===== src/rtl/rv32_pkg.sv =====
// Shared definitions for the RV32I multi-cycle control path: opcodes,
// sequencer states, instruction classes and datapath select encodings.
package rv32_pkg;

    localparam logic [6:0] OPC_LUI    = 7'b0110111;
    localparam logic [6:0] OPC_AUIPC  = 7'b0010111;
    localparam logic [6:0] OPC_JAL    = 7'b1101111;
    localparam logic [6:0] OPC_JALR   = 7'b1100111;
    localparam logic [6:0] OPC_BRANCH = 7'b1100011;
    localparam logic [6:0] OPC_LOAD   = 7'b0000011;
    localparam logic [6:0] OPC_STORE  = 7'b0100011;
    localparam logic [6:0] OPC_OPIMM  = 7'b0010011;
    localparam logic [6:0] OPC_OP     = 7'b0110011;
    localparam logic [6:0] OPC_FENCE  = 7'b0001111;

    typedef enum logic [2:0] {
        ST_FETCH,
        ST_DECODE,
        ST_EXEC,
        ST_MEM,
        ST_WB,
        ST_TRAP
    } state_t;

    typedef enum logic [3:0] {
        CL_OP,
        CL_OPIMM,
        CL_LUI,
        CL_AUIPC,
        CL_JAL,
        CL_JALR,
        CL_BRANCH,
        CL_LOAD,
        CL_STORE,
        CL_FENCE,
        CL_ILLEGAL
    } op_class_t;

    localparam logic [1:0] PC_SEL_PLUS4 = 2'd0;
    localparam logic [1:0] PC_SEL_IMM   = 2'd1;
    localparam logic [1:0] PC_SEL_JALR  = 2'd2;

    localparam logic [1:0] WB_SEL_ALU   = 2'd0;
    localparam logic [1:0] WB_SEL_MEM   = 2'd1;
    localparam logic [1:0] WB_SEL_PC4   = 2'd2;
    localparam logic [1:0] WB_SEL_IMM   = 2'd3;

    localparam logic ALU_A_RS1 = 1'b0;
    localparam logic ALU_A_PC  = 1'b1;
    localparam logic ALU_B_RS2 = 1'b0;
    localparam logic ALU_B_IMM = 1'b1;

endpackage


===== src/rtl/opcode_class.sv =====
// Combinational opcode to instruction-class mapper; anything not in the
// supported RV32I base set (SYSTEM included) is flagged illegal.
module opcode_class
    import rv32_pkg::*;
(
    input  logic [6:0] opcode,
    output op_class_t  cls,
    output logic       illegal
);

    always_comb begin
        cls     = CL_ILLEGAL;
        illegal = 1'b0;
        case (opcode)
            OPC_LUI:    cls = CL_LUI;
            OPC_AUIPC:  cls = CL_AUIPC;
            OPC_JAL:    cls = CL_JAL;
            OPC_JALR:   cls = CL_JALR;
            OPC_BRANCH: cls = CL_BRANCH;
            OPC_LOAD:   cls = CL_LOAD;
            OPC_STORE:  cls = CL_STORE;
            OPC_OPIMM:  cls = CL_OPIMM;
            OPC_OP:     cls = CL_OP;
            OPC_FENCE:  cls = CL_FENCE;
            default: begin
                cls     = CL_ILLEGAL;
                illegal = 1'b1;
            end
        endcase
    end

endmodule


===== src/rtl/mc_control.sv =====
// Multi-cycle FETCH/DECODE/EXEC/MEM/WB sequencer driving datapath enables
// and selects, with a retired-instruction counter and sticky illegal flag.
module mc_control
    import rv32_pkg::*;
#(
    parameter int CNT_W = 32
) (
    input  logic             clk,
    input  logic             rst,
    input  logic [6:0]       opcode,
    input  logic [2:0]       funct3,
    input  logic [4:0]       rd,
    input  logic             branch_taken,
    input  logic             imem_ready,
    input  logic             dmem_ready,
    output logic             imem_req,
    output logic             ir_we,
    output logic             pc_we,
    output logic [1:0]       pc_sel,
    output logic             alu_a_sel,
    output logic             alu_b_sel,
    output logic             dmem_req,
    output logic             dmem_we,
    output logic [2:0]       dmem_size,
    output logic             rf_we,
    output logic [1:0]       wb_sel,
    output logic             illegal,
    output logic [CNT_W-1:0] instret
);

    state_t          state_reg;
    op_class_t       cls_reg;
    logic [2:0]      funct3_reg;
    logic [4:0]      rd_reg;
    logic            illegal_reg;
    logic [CNT_W-1:0] instret_reg;

    op_class_t       dec_cls;
    logic            dec_illegal;

    opcode_class u_opcode_class (
        .opcode  (opcode),
        .cls     (dec_cls),
        .illegal (dec_illegal)
    );

    // Enables depend on the handshake inputs in the same cycle, so the
    // output decode is combinational off the state and latched class.
    always_comb begin
        imem_req  = 1'b0;
        ir_we     = 1'b0;
        pc_we     = 1'b0;
        pc_sel    = PC_SEL_PLUS4;
        alu_a_sel = ALU_A_RS1;
        alu_b_sel = ALU_B_RS2;
        dmem_req  = 1'b0;
        dmem_we   = 1'b0;
        rf_we     = 1'b0;
        wb_sel    = WB_SEL_ALU;
        case (state_reg)
            ST_FETCH: begin
                imem_req = 1'b1;
                ir_we    = imem_ready;
            end
            ST_EXEC: begin
                if (cls_reg == CL_AUIPC)
                    alu_a_sel = ALU_A_PC;
                if (cls_reg inside {CL_AUIPC, CL_OPIMM, CL_LOAD, CL_STORE, CL_JALR})
                    alu_b_sel = ALU_B_IMM;
                if (cls_reg == CL_BRANCH) begin
                    pc_we  = 1'b1;
                    pc_sel = branch_taken ? PC_SEL_IMM : PC_SEL_PLUS4;
                end
            end
            ST_MEM: begin
                dmem_req = 1'b1;
                dmem_we  = (cls_reg == CL_STORE);
                if (cls_reg == CL_STORE && dmem_ready)
                    pc_we = 1'b1;
            end
            ST_WB: begin
                pc_we = 1'b1;
                rf_we = (rd_reg != 5'd0) && (cls_reg != CL_FENCE);
                case (cls_reg)
                    CL_LUI:          wb_sel = WB_SEL_IMM;
                    CL_JAL, CL_JALR: wb_sel = WB_SEL_PC4;
                    CL_LOAD:         wb_sel = WB_SEL_MEM;
                    default:         wb_sel = WB_SEL_ALU;
                endcase
                case (cls_reg)
                    CL_JAL:  pc_sel = PC_SEL_IMM;
                    CL_JALR: pc_sel = PC_SEL_JALR;
                    default: pc_sel = PC_SEL_PLUS4;
                endcase
            end
            default: ;
        endcase
        if (rst) begin
            imem_req = 1'b0;
            ir_we    = 1'b0;
            pc_we    = 1'b0;
            dmem_req = 1'b0;
            rf_we    = 1'b0;
        end
    end

    always_ff @(posedge clk) begin
        if (rst) begin
            state_reg   <= ST_FETCH;
            cls_reg     <= CL_OP;
            funct3_reg  <= 3'd0;
            rd_reg      <= 5'd0;
            illegal_reg <= 1'b0;
            instret_reg <= '0;
        end else begin
            if (pc_we)
                instret_reg <= instret_reg + CNT_W'(1);
            case (state_reg)
                ST_FETCH: begin
                    if (imem_ready)
                        state_reg <= ST_DECODE;
                end
                ST_DECODE: begin
                    cls_reg    <= dec_cls;
                    funct3_reg <= funct3;
                    rd_reg     <= rd;
                    if (dec_illegal) begin
                        state_reg   <= ST_TRAP;
                        illegal_reg <= 1'b1;
                    end else begin
                        state_reg <= ST_EXEC;
                    end
                end
                ST_EXEC: begin
                    if (cls_reg == CL_BRANCH)
                        state_reg <= ST_FETCH;
                    else if (cls_reg == CL_LOAD || cls_reg == CL_STORE)
                        state_reg <= ST_MEM;
                    else
                        state_reg <= ST_WB;
                end
                ST_MEM: begin
                    if (dmem_ready)
                        state_reg <= (cls_reg == CL_STORE) ? ST_FETCH : ST_WB;
                end
                ST_WB:   state_reg <= ST_FETCH;
                ST_TRAP: state_reg <= ST_TRAP;
                default: state_reg <= ST_FETCH;
            endcase
        end
    end

    assign dmem_size = funct3_reg;
    assign illegal   = illegal_reg;
    assign instret   = instret_reg;

endmodule


===== config.mk =====
export PLATFORM = sky130hd
export DESIGN_NAME = mc_control
export DESIGN_NICKNAME = d
export VERILOG_FILES = /design/src/rtl/rv32_pkg.sv /design/src/rtl/opcode_class.sv /design/src/rtl/mc_control.sv
export SDC_FILE = /design/constraint.sdc
export NUM_CORES = 1
export LEC_CHECK = 0
export ABC_AREA = 1
export ABC_CLOCK_PERIOD_IN_PS = 1600
export BUFFER_PORTS_ARGS = -buffer_cell sky130_fd_sc_hd__buf_2
export CORE_ASPECT_RATIO = 1.4
export CORE_UTILIZATION = 30
export CTS_CLUSTER_DIAMETER = 100
export DETAILED_ROUTE_END_ITERATION = 12
export SLEW_MARGIN = 30
export SYNTH_ARGS = -nofsm -noshare
export SYNTH_HDL_FRONTEND = slang
export SYNTH_HIERARCHICAL = 1
export SYNTH_SLANG_ARGS = --single-unit

===== constraint.sdc =====
create_clock -name clk -period 1.6 [get_ports clk]
set_clock_uncertainty 0.15 [all_clocks]
set_input_delay 0.24 -clock clk [delete_from_list [all_inputs] [get_ports clk]]
set_output_delay 0.24 -clock clk [all_outputs]
set_load 0.01 [all_outputs]

Word level (Yosys, flattened, before mapping)
Index checks and enable logic that the tools add are counted.
- flip-flop bits (word level): 48
- output and inout port bits: 48
- word-level logic and storage cells: 75
- $add $sub $neg: 1
- equality and inequality tests: 26
- mux-type cells: 31
- bitwise gates (word level): 1
- reductions and logical operators: 10
- operator list (cell ; count):
    case mux 4 bit (10 select lines) ; 1
    adder 32 x 1 -> 32 bit, second input constant ; 1
    equality test 7 x 6 -> 1 bit, second input constant ; 3
    equality test 7 bit, second input constant ; 3
    two-way mux 1 bit ; 18
    two-way mux 3 bit ; 6
    equality test 4 x 3 -> 1 bit, second input constant ; 4
    case mux 3 bit (5 select lines) ; 1
    equality test 7 x 5 -> 1 bit, second input constant ; 2
    nonzero test 5 bit ; 2
    OR reduction 10 bit ; 1
    equality test 4 x 2 -> 1 bit, second input constant ; 2
    case mux 2 bit (2 select lines) ; 2
    equality test 7 x 2 -> 1 bit, second input constant ; 1
    equality test 7 x 4 -> 1 bit, second input constant ; 1
    equality test 3 x 2 -> 1 bit, second input constant ; 2
    equality test 3 bit, second input constant ; 2
    case mux 2 bit (3 select lines) ; 1
    equality test 4 x 1 -> 1 bit, second input constant ; 1
    equality test 4 bit, second input constant ; 1
    inequality test 2 bit, second input constant ; 2
    inequality test 4 bit, second input constant ; 1
    AND reduction 2 bit ; 2
    equality test 3 x 1 -> 1 bit, second input constant ; 1
    7 further kinds ; 8

Depth between registers and ports, before layout
Gate-level depths: netlist (run 1).
- depth after elaboration: 5
- depth in mapped cells: 11

Cells and area by module
Netlist (run 1), hierarchy kept.
- by module, submodules not included (module ; instances ; cells each ; area an instance (um^2)):
    mc_control ; 1 ; 472 ; 2841.5
    opcode_class ; 1 ; 35 ; 177.7

Worst setup path after synthesis (run 1)
OpenSTA, ideal clock, no wires.
- path type: reg-to-reg
- start point: register instret_reg[0] (netlist: instret[0])
- end point: register instret_reg[22] (netlist: instret[22])
- library setup time: 64 ps
- arrival: 1484 ps
- setup slack: -98 ps
- cell stages (with the launch flop): 10
- path through: dfxtp_1 -> ha_1 -> nand3_1 -> nor2_1 -> nand2_1 -> nor3_1 -> nand3_1 -> nand2_1 -> inv_1 -> nor2_1
- cells in the longest elaborated chain, start to end: 1
- ends and longest elaborated chain (item ; RTL line ; text):
    from (decl) ; mc_control.sv:36 ; logic [CNT_W-1:0] instret_reg;
    from (signal assigned) ; mc_control.sv:117 ; instret_reg <= instret_reg + CNT_W'(1);
    adder 32 x 1 -> 32 bit ; mc_control.sv:117 ;
No other way between the ends.
A chain may end at the register's enable or synchronous reset.

Final worst setup path (run 1)
- start point: register state_reg[2]
- end point: output alu_a_sel
- cells in the longest elaborated chain, start to end: 2
- ends and longest elaborated chain (item ; RTL line ; text):
    from (decl) ; mc_control.sv:31 ; state_t state_reg;
    from (signal assigned) ; mc_control.sv:144 ; state_reg <= (cls_reg == CL_STORE) ? ST_FETCH : ST_WB;
    equality test 3 x 2 -> 1 bit ; mc_control.sv:60 ; case (state_reg)
    two-way mux 1 bit ; mc_control.sv:60 ;
    to (decl) ; mc_control.sv:20 ; output logic alu_a_sel,
No other way between the ends.

==> results.toml, run 1 <==
[outcome]
outcome = "finished, violations left"
violations = "negative setup slack"

[global_route]
gr-usage-all-layers_pct = 20.3
antenna_found_initial = 0
grt_pass1_wl_um = 16400
grt_pass1_vias = 3574
grt.overflow.total = 0
grt_max_degree = 30

[route]
post_drt_wl_per_cell_um = 13.4
via_count = 3720
routed_wl_um = 10600
dr.pass1.iters = 5
route.detailed.drc = 0
via_per_inst = 4.71
drtIter0Drc = 174
ant_nets = 0

[finish]
diodes = 0
largest_reg_flops = 32
final_common_cell = "nand2_1"
drive_gt1_share_pct = 44.3
area_delta_synth_final_pct = 60.8
nets = 676
layout_common_cells = "nand2_1 (137), buf_4 (70), nor2_1 (67), buf_2 (66), inv_1 (38)"
finalInstanceArea_um2 = 4860

[setup_path]
slowest_delay_ns = 0.33
cp.required_ns = 1.21
startpoint_type = "flop"
path_max_fanout = 4
path_cells = "inv_4, nand2_2, nor2_4, buf_6, nand3_2, nor3_2, buf_2"
worstSetupPathType = "reg2out"
end_kind = "primary output"
cp_slowest_cell = "dfxtp_2"
crit_arrival_ns = 1.36

[placement]
numPortBuffers = 67
gp_congestion = 0.944
dpl_worst_slack_ns = -0.0654
dpl.hpwl_um = 7600
place_area_um2 = 4030

[power]
p_leak_nw = 2.19
peakVddDrop_mv = 0.443
fin_total_pwr_w = 0.00305
power_density_nw_per_um2 = 628

[timing]
max_clock_freq_mhz = 572
worst_pin_slew_ns = 0.316
setup_ws_ns = -0.147
slew_violations = 0
rsz0062_at_grt = "yes"
min_period_ns = 1.75
setup_viol_count_final = 41
hold_violations = 0
relSlewSlack_pct = 78.7
period_share_pct = 109
tns_ns = -3.10

[clock_network]
htreeDepth = 2
cts_max_path_buffers = 2
cts_buffers = 5
clock_sinks = 48
clock_latency_ns = 0.29
cts-root-buf = "clkbuf_16"
cts_tree = "built"
path_clk_slew_ns = 0.06

[synth]
yosys_register_bits = 48
synthCells = 507
synth_cell_type_count = 33
synth_seq_area_share_pct = 31.8
synth_area_um2 = 3020
yosys_warnings = 6
synth_fp_nets = 528
syn_area_per_cell_um2 = 5.95

[die]
start_util_pct = 30.7
die_width_um = 86.8
die_y_um = 121
pin_count = 68
die-area_um2 = 10500
rows = 43
core_area_um2 = 9850

[flow_run]
drv_cap = 0

[min_path]
hold_path.class = "in2reg"
==> worst paths after layout <==
kind	from	end	slack [ns]	cells after the start
hold / removal	funct3[2]	dmem_size[2]	0.02	3
hold reg to reg	rd_reg[3]	rd_reg[3]	0.31	2
setup reg to reg	cls_reg[3]	instret[6]	-0.12	11
setup / recovery	state_reg[2]	alu_a_sel	-0.15	7
==> stage by stage <==
step	utilization, %	hold slack [ns]	std cells
2_1_floorplan	-	0.225	507
3_3_place_gp	40.9	0.292	767
3_5_place_dp	40.9	0.299	767
4_1_cts	46.2	0.0188	787
5_1_grt	49.3	0.0283	790
6_report	49.3	0.0228	790
==> power breakdown <==
part / internal (W) / leakage [nW] / switching (W)
Clock: 0.000570 / 0.0667 / 0.000466
Combinational: 0.000303 / 1.72 / 0.000385
Sequential: 0.00126 / 0.400 / 0.0000607
==> metal layers <==
metal	routed length, µm	track usage [%]	vias to the layer above	share of wire, %
li1	-	-	1895	-
met1	4090	20.7	1702	39
met2	5820	39.7	100	55
met3	395	2.87	23	3.7
met4	298	8.44	0	2.8
met5	0	0	-	0
==> Yosys cell counts <==
library cell	number	share of area, %
nand2_1	170	21
nor2_1	85	11
dfxtp_1	48	32
inv_1	42	5.2
a21oi_1	38	6.3
nand3_1	37	6.1
o21ai_0	15	2.5
nor3_1	9	1.5
xor2_1	9	2.6
clkbuf_1	8	0.99
nor2_2	6	1.2
inv_2	5	0.62
nand2_2	5	1.0
nand4_1	5	1.0
xnor2_1	4	1.2
buf_4	2	0.50
buf_6	2	0.75
nor2_4	2	0.75
buf_2	1	0.17
clkinv_1	1	0.12
ha_1	1	0.41
nand2_4	1	0.37
nand3_2	1	0.33
nand3_4	1	0.58
nand3b_1	1	0.25
nor4_1	1	0.21
o21a_1	1	0.25
o21ai_1	1	0.17
o21bai_1	1	0.25
o21bai_2	1	0.37
o22ai_1	1	0.21
o31ai_1	1	0.25
or2_2	1	0.21
==> what timing repair did <==
| item | CTS | global route |
|---|---|---|
| hold buffers | 0 | 0 |
| buffers inserted | 11 | 3 |
| setup endpoints to repair | 40 | 51 |
| cloned | 2 | 2 |
| resized for setup | 68 | 94 |
| pin swaps | 18 | 25 |
==> final cells by class <==
type | count | area (µm²)
well taps | 135 | 169
clock buffers | 6 | 129
clock inverters | 1 | 5.00
multi-input cells | 398 | 2230
repair buffers | 154 | 1130
flip-flops and latches | 48 | 997
fillers | 977 | 4990
inverters | 48 | 195
==> critical path: cells and delay by family (launching register included) <==
kind,cells,cell delay (ns)
buffers and inverters,3,0.36
DFF,1,0.33
and+or+nand+nor,4,0.38
==> cell families after synthesis <==
| kind of cell | after synthesis | share of synthesized area, % |
|---|---|---|
| buffers and inverters | 61 | 8.37 |
| adder cells (fa/ha/maj) | 1 | 0.414 |
| AND/OR/NAND/NOR | 325 | 45.3 |
| AO/OA/AOI/OAI | 59 | 10.3 |
| flip-flops | 48 | 31.8 |
| XOR/XNOR | 13 | 3.77 |
Power figures use the tool's default switching activity.
==> inputs of run 2 (changes only) <==
--- a/config.mk
+++ b/config.mk
@@ -12,6 +12,7 @@
 export CORE_UTILIZATION = 30
 export CTS_CLUSTER_DIAMETER = 100
 export DETAILED_ROUTE_END_ITERATION = 12
+export SETUP_SLACK_MARGIN = 0.2
 export SLEW_MARGIN = 30
 export SYNTH_ARGS = -nofsm -noshare
 export SYNTH_HDL_FRONTEND = slang
==> run 2 against run 1 <==
  * The run still ends with negative setup slack left
  * Total power up 2.3%
  * Global-route usage up 0.42 points
  * Critical path depth down 2
  * Sequential share of layout area up 0.17 points
  * Hold slack worse by 0.0074 ns
  * Final cell count down 1.8%
  * Largest cell class unchanged
==> results.toml, run 2 (synthesis results as in run 1) <==
[route]
ant_nets = 0
via_count = 3768
drtIter0Drc = 116
routed_wl_um = 10800
via_per_inst = 4.86
route.detailed.drc = 0
post_drt_wl_per_cell_um = 13.9
dr.pass1.iters = 4

[finish]
final_cells = 776
area_delta_synth_final_pct = 63.3
nets = 661
largest_reg_flops = 32
fillers = 986
final_common_cell = "nand2_1"
layout_common_cells = "nand2_1 (136), buf_2 (66), nor2_1 (55), buf_4 (53), inv_1 (37)"
drive_gt1_share_pct = 48.4
diodes = 0

[global_route]
gr-usage-all-layers_pct = 20.7
grt_pass1_vias = 3617
grt.overflow.total = 0
antenna_found_initial = 0
grt_max_degree = 27
grt_pass1_wl_um = 16600

[timing]
slew_violations = 0
setup_ws_ns = -0.187
min_period_ns = 1.79
hold_violations = 0
tns_ns = -3.25
rsz0062_at_grt = "yes"
setup_viol_count_final = 37
max_clock_freq_mhz = 559
worst_pin_slew_ns = 0.453
relSlewSlack_pct = 69.8
period_share_pct = 112

[min_path]
hold_path.class = "in2reg"
min_to = "dmem_size[1]"
whs_path_depth = 3
min_from = "funct3[1]"

[setup_path]
end_kind = "primary output"
path_max_fanout = 6
reg2reg_depth = 12
cp.required_ns = 1.21
r2r-start = "cls_reg[3]"
worstSetupPathType = "reg2out"
path_cells = "inv_6, nand2_2, nor2_4, nor4_2, buf_2"
cp_slowest_cell = "dfxtp_4"
startpoint_type = "flop"
ff2ff_setup_slack_ns = -0.12
r2r-end = "instret[14]"
crit_arrival_ns = 1.40
slowest_delay_ns = 0.42

[clock_network]
cts_tree = "built"
clock_sinks = 48
path_clk_slew_ns = 0.07
cts_buffers = 5
cts-root-buf = "clkbuf_16"
holdBufCountCts = 0
htreeDepth = 2
clock_latency_ns = 0.30
cts_max_path_buffers = 2

[die]
pin_count = 68
core_area_um2 = 9850
rows = 43
die-area_um2 = 10500
die_width_um = 86.8
die_y_um = 121
start_util_pct = 30.7

[placement]
numPortBuffers = 67
place_inst = 735
dpl.hpwl_um = 7390
gp_congestion = 1.00

[outcome]
outcome = "finished, violations left"
violations = "negative setup slack"

[power]
p_leak_nw = 2.15
power_density_nw_per_um2 = 632
peakVddDrop_mv = 0.393

[flow_run]
drv_cap = 0
run 2: changes by cell type in the layout (fill, tap and decap cells not counted), moves of 7 or more:
cell / before / now
nor2_1: 67 / 55
a21oi_1: 23 / 13
a21oi_2: 15 / 24
buf_4: 70 / 53
dfxtp_4: 5 / 12
run 2: per-stage QoR:
stage / util [%] / hold slack (ns) / total power, W / instance area [µm²] / worst slack, ns
floorplan: - / 0.225 / 0.00165 / 3190 / 0.0884
CTS: 46.3 / 0.0160 / 0.00304 / 4560 / -0.154
detailed placement: 39.8 / 0.299 / 0.00183 / 3920 / -0.0117
global route: 50.1 / 0.0536 / 0.00325 / 4930 / -0.223
finish: 50.1 / 0.0154 / 0.00312 / 4930 / -0.187
global placement: 39.8 / 0.289 / 0.00181 / 3920 / 0.0196
run 2: area by class of cell:
cell class | count | area (µm²) | area share (%)
Inverter | 48 | 203 | 4.11
Sequential cell | 48 | 1020 | 20.7
Multi-Input combinational cell | 399 | 2390 | 48.5
Clock inverter | 3 | 18.8 | 0.381
Clock buffer | 5 | 125 | 2.54
Tap cell | 135 | 169 | 3.43
Timing Repair inverter | 1 | 6.26 | 0.127
Timing Repair Buffer | 137 | 998 | 20.3
run 2: worst max-delay path by stage:
stage	from	end	cells past startpoint	slack, ns
final	cls_reg[1]	rf_we	5	-0.19
after CTS	state_reg[1]	pc_sel[0]	5	-0.15
after global routing	cls_reg[1]	rf_we	5	-0.22
after floorplan	state_reg[2]	pc_we	9	0.09
after detailed placement	opcode[0]	state_reg[0]	10	-0.01
after global placement	cls_reg[3]	instret[17]	10	0.02
run 2: what timing repair did:
item	CTS	global route
endpoints found under the setup margin	50	57
buffers inserted	18	9
pin swaps	26	40
cloned	4	2
resized for setup	78	85
run 2: power breakdown:
part,switching [W],total [W],internal [W]
clock network,0.000500,0.00107,0.000575
registers,0.0000659,0.00132,0.00125
logic,0.000423,0.000723,0.000300
total,0.000989,0.00312,0.00213
run 2: metal layers:
layer  part of all wire (%)  global-route usage, %
met5                      0                      0
met4                    4.8                   10.5
met3                    4.4                   3.14
met2                     54                   39.1
met1                     37                   21.5
run 2: critical path, delay by kind of cell (launching register included):
family / cells / cell delay (ns)
buffers and inverters: 2 / 0.25
DFF: 1 / 0.42
and+or+nand+nor: 3 / 0.43
==> inputs of run 3 (changes only) <==
--- a/config.mk
+++ b/config.mk
@@ -12,6 +12,7 @@
 export CORE_UTILIZATION = 30
 export CTS_CLUSTER_DIAMETER = 100
 export DETAILED_ROUTE_END_ITERATION = 12
+export PLACE_DENSITY = 0.53
 export SETUP_SLACK_MARGIN = 0.2
 export SLEW_MARGIN = 30
 export SYNTH_ARGS = -nofsm -noshare
==> run 3 against run 2 <==
  * The flow still finishes with violations (negative setup slack)
  * Worst setup slack improved by 0.032 ns
  * First-iteration DRC count rose by 6.9%
  * Critical endpoint is now pc_sel[0]
  * Fmax rose by 1.8%
  * Critical path depth is the same
  * Count of clock-buffer cells in the layout rose by 1
  * Via count increased by 0.77%
==> results.toml, run 3 (synthesis results as in run 1) <==
[timing]
min_period_ns = 1.76
worst_pin_slew_ns = 0.292
fin_hold_ws_ns = 0.0295
period_share_pct = 110
setup_ws_ns = -0.156
max_clock_freq_mhz = 570
relSlewSlack_pct = 80.4
hold_violations = 0
rsz0062_at_grt = "yes"
slew_violations = 0
setup_viol_count_final = 40
tns_ns = -2.39

[route]
drtIter0Drc = 124
dr.pass1.iters = 4
via_count = 3797
routed_wl_um = 10900
via_per_inst = 4.78
ant_nets = 0
post_drt_wl_per_cell_um = 13.8
route.detailed.drc = 0

[global_route]
grt_max_degree = 21
grt_pass1_vias = 3575
grt.overflow.total = 0
antenna_found_initial = 0
grt_pass1_wl_um = 16400
gr-usage-all-layers_pct = 20.2

[clock_network]
clock_sinks = 48
htreeDepth = 2
holdBufCountCts = 0
cts-root-buf = "clkbuf_16"
cts_max_path_buffers = 2
clock_latency_ns = 0.29
cts_tree = "built"
path_clk_slew_ns = 0.06
cts_buffers = 5

[die]
pin_count = 68
die_width_um = 86.8
start_util_pct = 30.7
rows = 43
core_area_um2 = 9850
die-area_um2 = 10500
die_y_um = 121

[outcome]
violations = "negative setup slack"
outcome = "finished, violations left"

[setup_path]
cp.required_ns = 1.21
end_kind = "primary output"
slowest_delay_ns = 0.37
path_cells = "nor2_4, nand2_4, buf_12, o31ai_4, buf_2"
path_max_fanout = 6
reg2reg_depth = 10
worstSetupPathType = "reg2out"
crit_arrival_ns = 1.37
cp_slowest_cell = "dfxtp_4"
startpoint_type = "flop"

[finish]
fillers = 982
layout_common_cells = "nand2_1 (138), nor2_1 (71), buf_4 (69), buf_2 (66), inv_1 (36)"
largest_reg_flops = 32
finalInstanceArea_um2 = 4960
diodes = 0
drive_gt1_share_pct = 44.8
final_common_cell = "nand2_1"
nets = 679
area_delta_synth_final_pct = 64.4

[power]
power_density_nw_per_um2 = 649
p_leak_nw = 2.06
peakVddDrop_mv = 0.418

[placement]
dpl.hpwl_um = 7360
place_area_um2 = 4030
gp_congestion = 0.856
numPortBuffers = 67

[min_path]
hold_path.class = "in2reg"
whs_path_depth = 3

[flow_run]
drv_cap = 0
[run 3: changes by cell type in the layout (fill, tap and decap cells not counted), sizes merged]
cell and delta:
nand2 +2, buf +15, clkbuf +2, inv -1
[run 3: through the flow]
stage | util, % | power, W | setup slack [ns] | instances
2_1_floorplan | - | 0.00165 | 0.0884 | 507
3_3_place_gp | 40.9 | 0.00184 | 0.000512 | 748
3_5_place_dp | 40.9 | 0.00185 | -0.0308 | 748
4_1_cts | 44.8 | 0.00304 | -0.144 | 770
5_1_grt | 50.4 | 0.00338 | -0.219 | 794
6_report | 50.4 | 0.00322 | -0.156 | 794
[run 3: path summary, 6_finish.rpt]
check                from            to  slack, ns
max reg2reg  state_reg[0]   instret[17]      -0.07
max          state_reg[0]     pc_sel[0]      -0.16
min             funct3[0]  dmem_size[0]       0.03
min reg2reg     rd_reg[4]     rd_reg[4]       0.30
[run 3: critical path, delay by kind of cell, from the launching register on]
family          cells  cell delay (ns)
simple gates        2             0.22
compound gates      1             0.17
flops               1             0.37
buf+inv             2             0.31
[run 3: where the power goes]
part | internal, W | switching, W | total, W
Combinational | 0.000391 | 0.000471 | 0.000862
Clock | 0.000575 | 0.000459 | 0.00103
Sequential | 0.00126 | 0.0000659 | 0.00133
Total | 0.00223 | 0.000996 | 0.00322
[run 3: timing repair]
item / CTS / global route
setup endpoints to repair: 48 / 57
cloned: 3 / 5
pin swaps: 11 / 31
resized for setup: 34 / 83
buffers inserted: 11 / 19
[run 3: routing by layer]
metal  vias up  track usage, %  wire, µm
li1       1905               -         -
met2       116            38.6      5930
met5         -               0         0
met3        30            3.34       452
met1      1746            20.2      4040
met4         0            11.1       519
[run 3: final cells by class]
cell class / instances / area [µm²] / share of cell area, %
clock buffers: 6 / 129 / 2.60
clock inverters: 2 / 11.3 / 0.227
inverters: 48 / 204 / 4.11
multi-input cells: 401 / 2310 / 46.5
flip-flops and latches: 48 / 1010 / 20.4
well taps: 135 / 169 / 3.40
repair buffers: 153 / 1120 / 22.6
repair inverters: 1 / 6.26 / 0.126
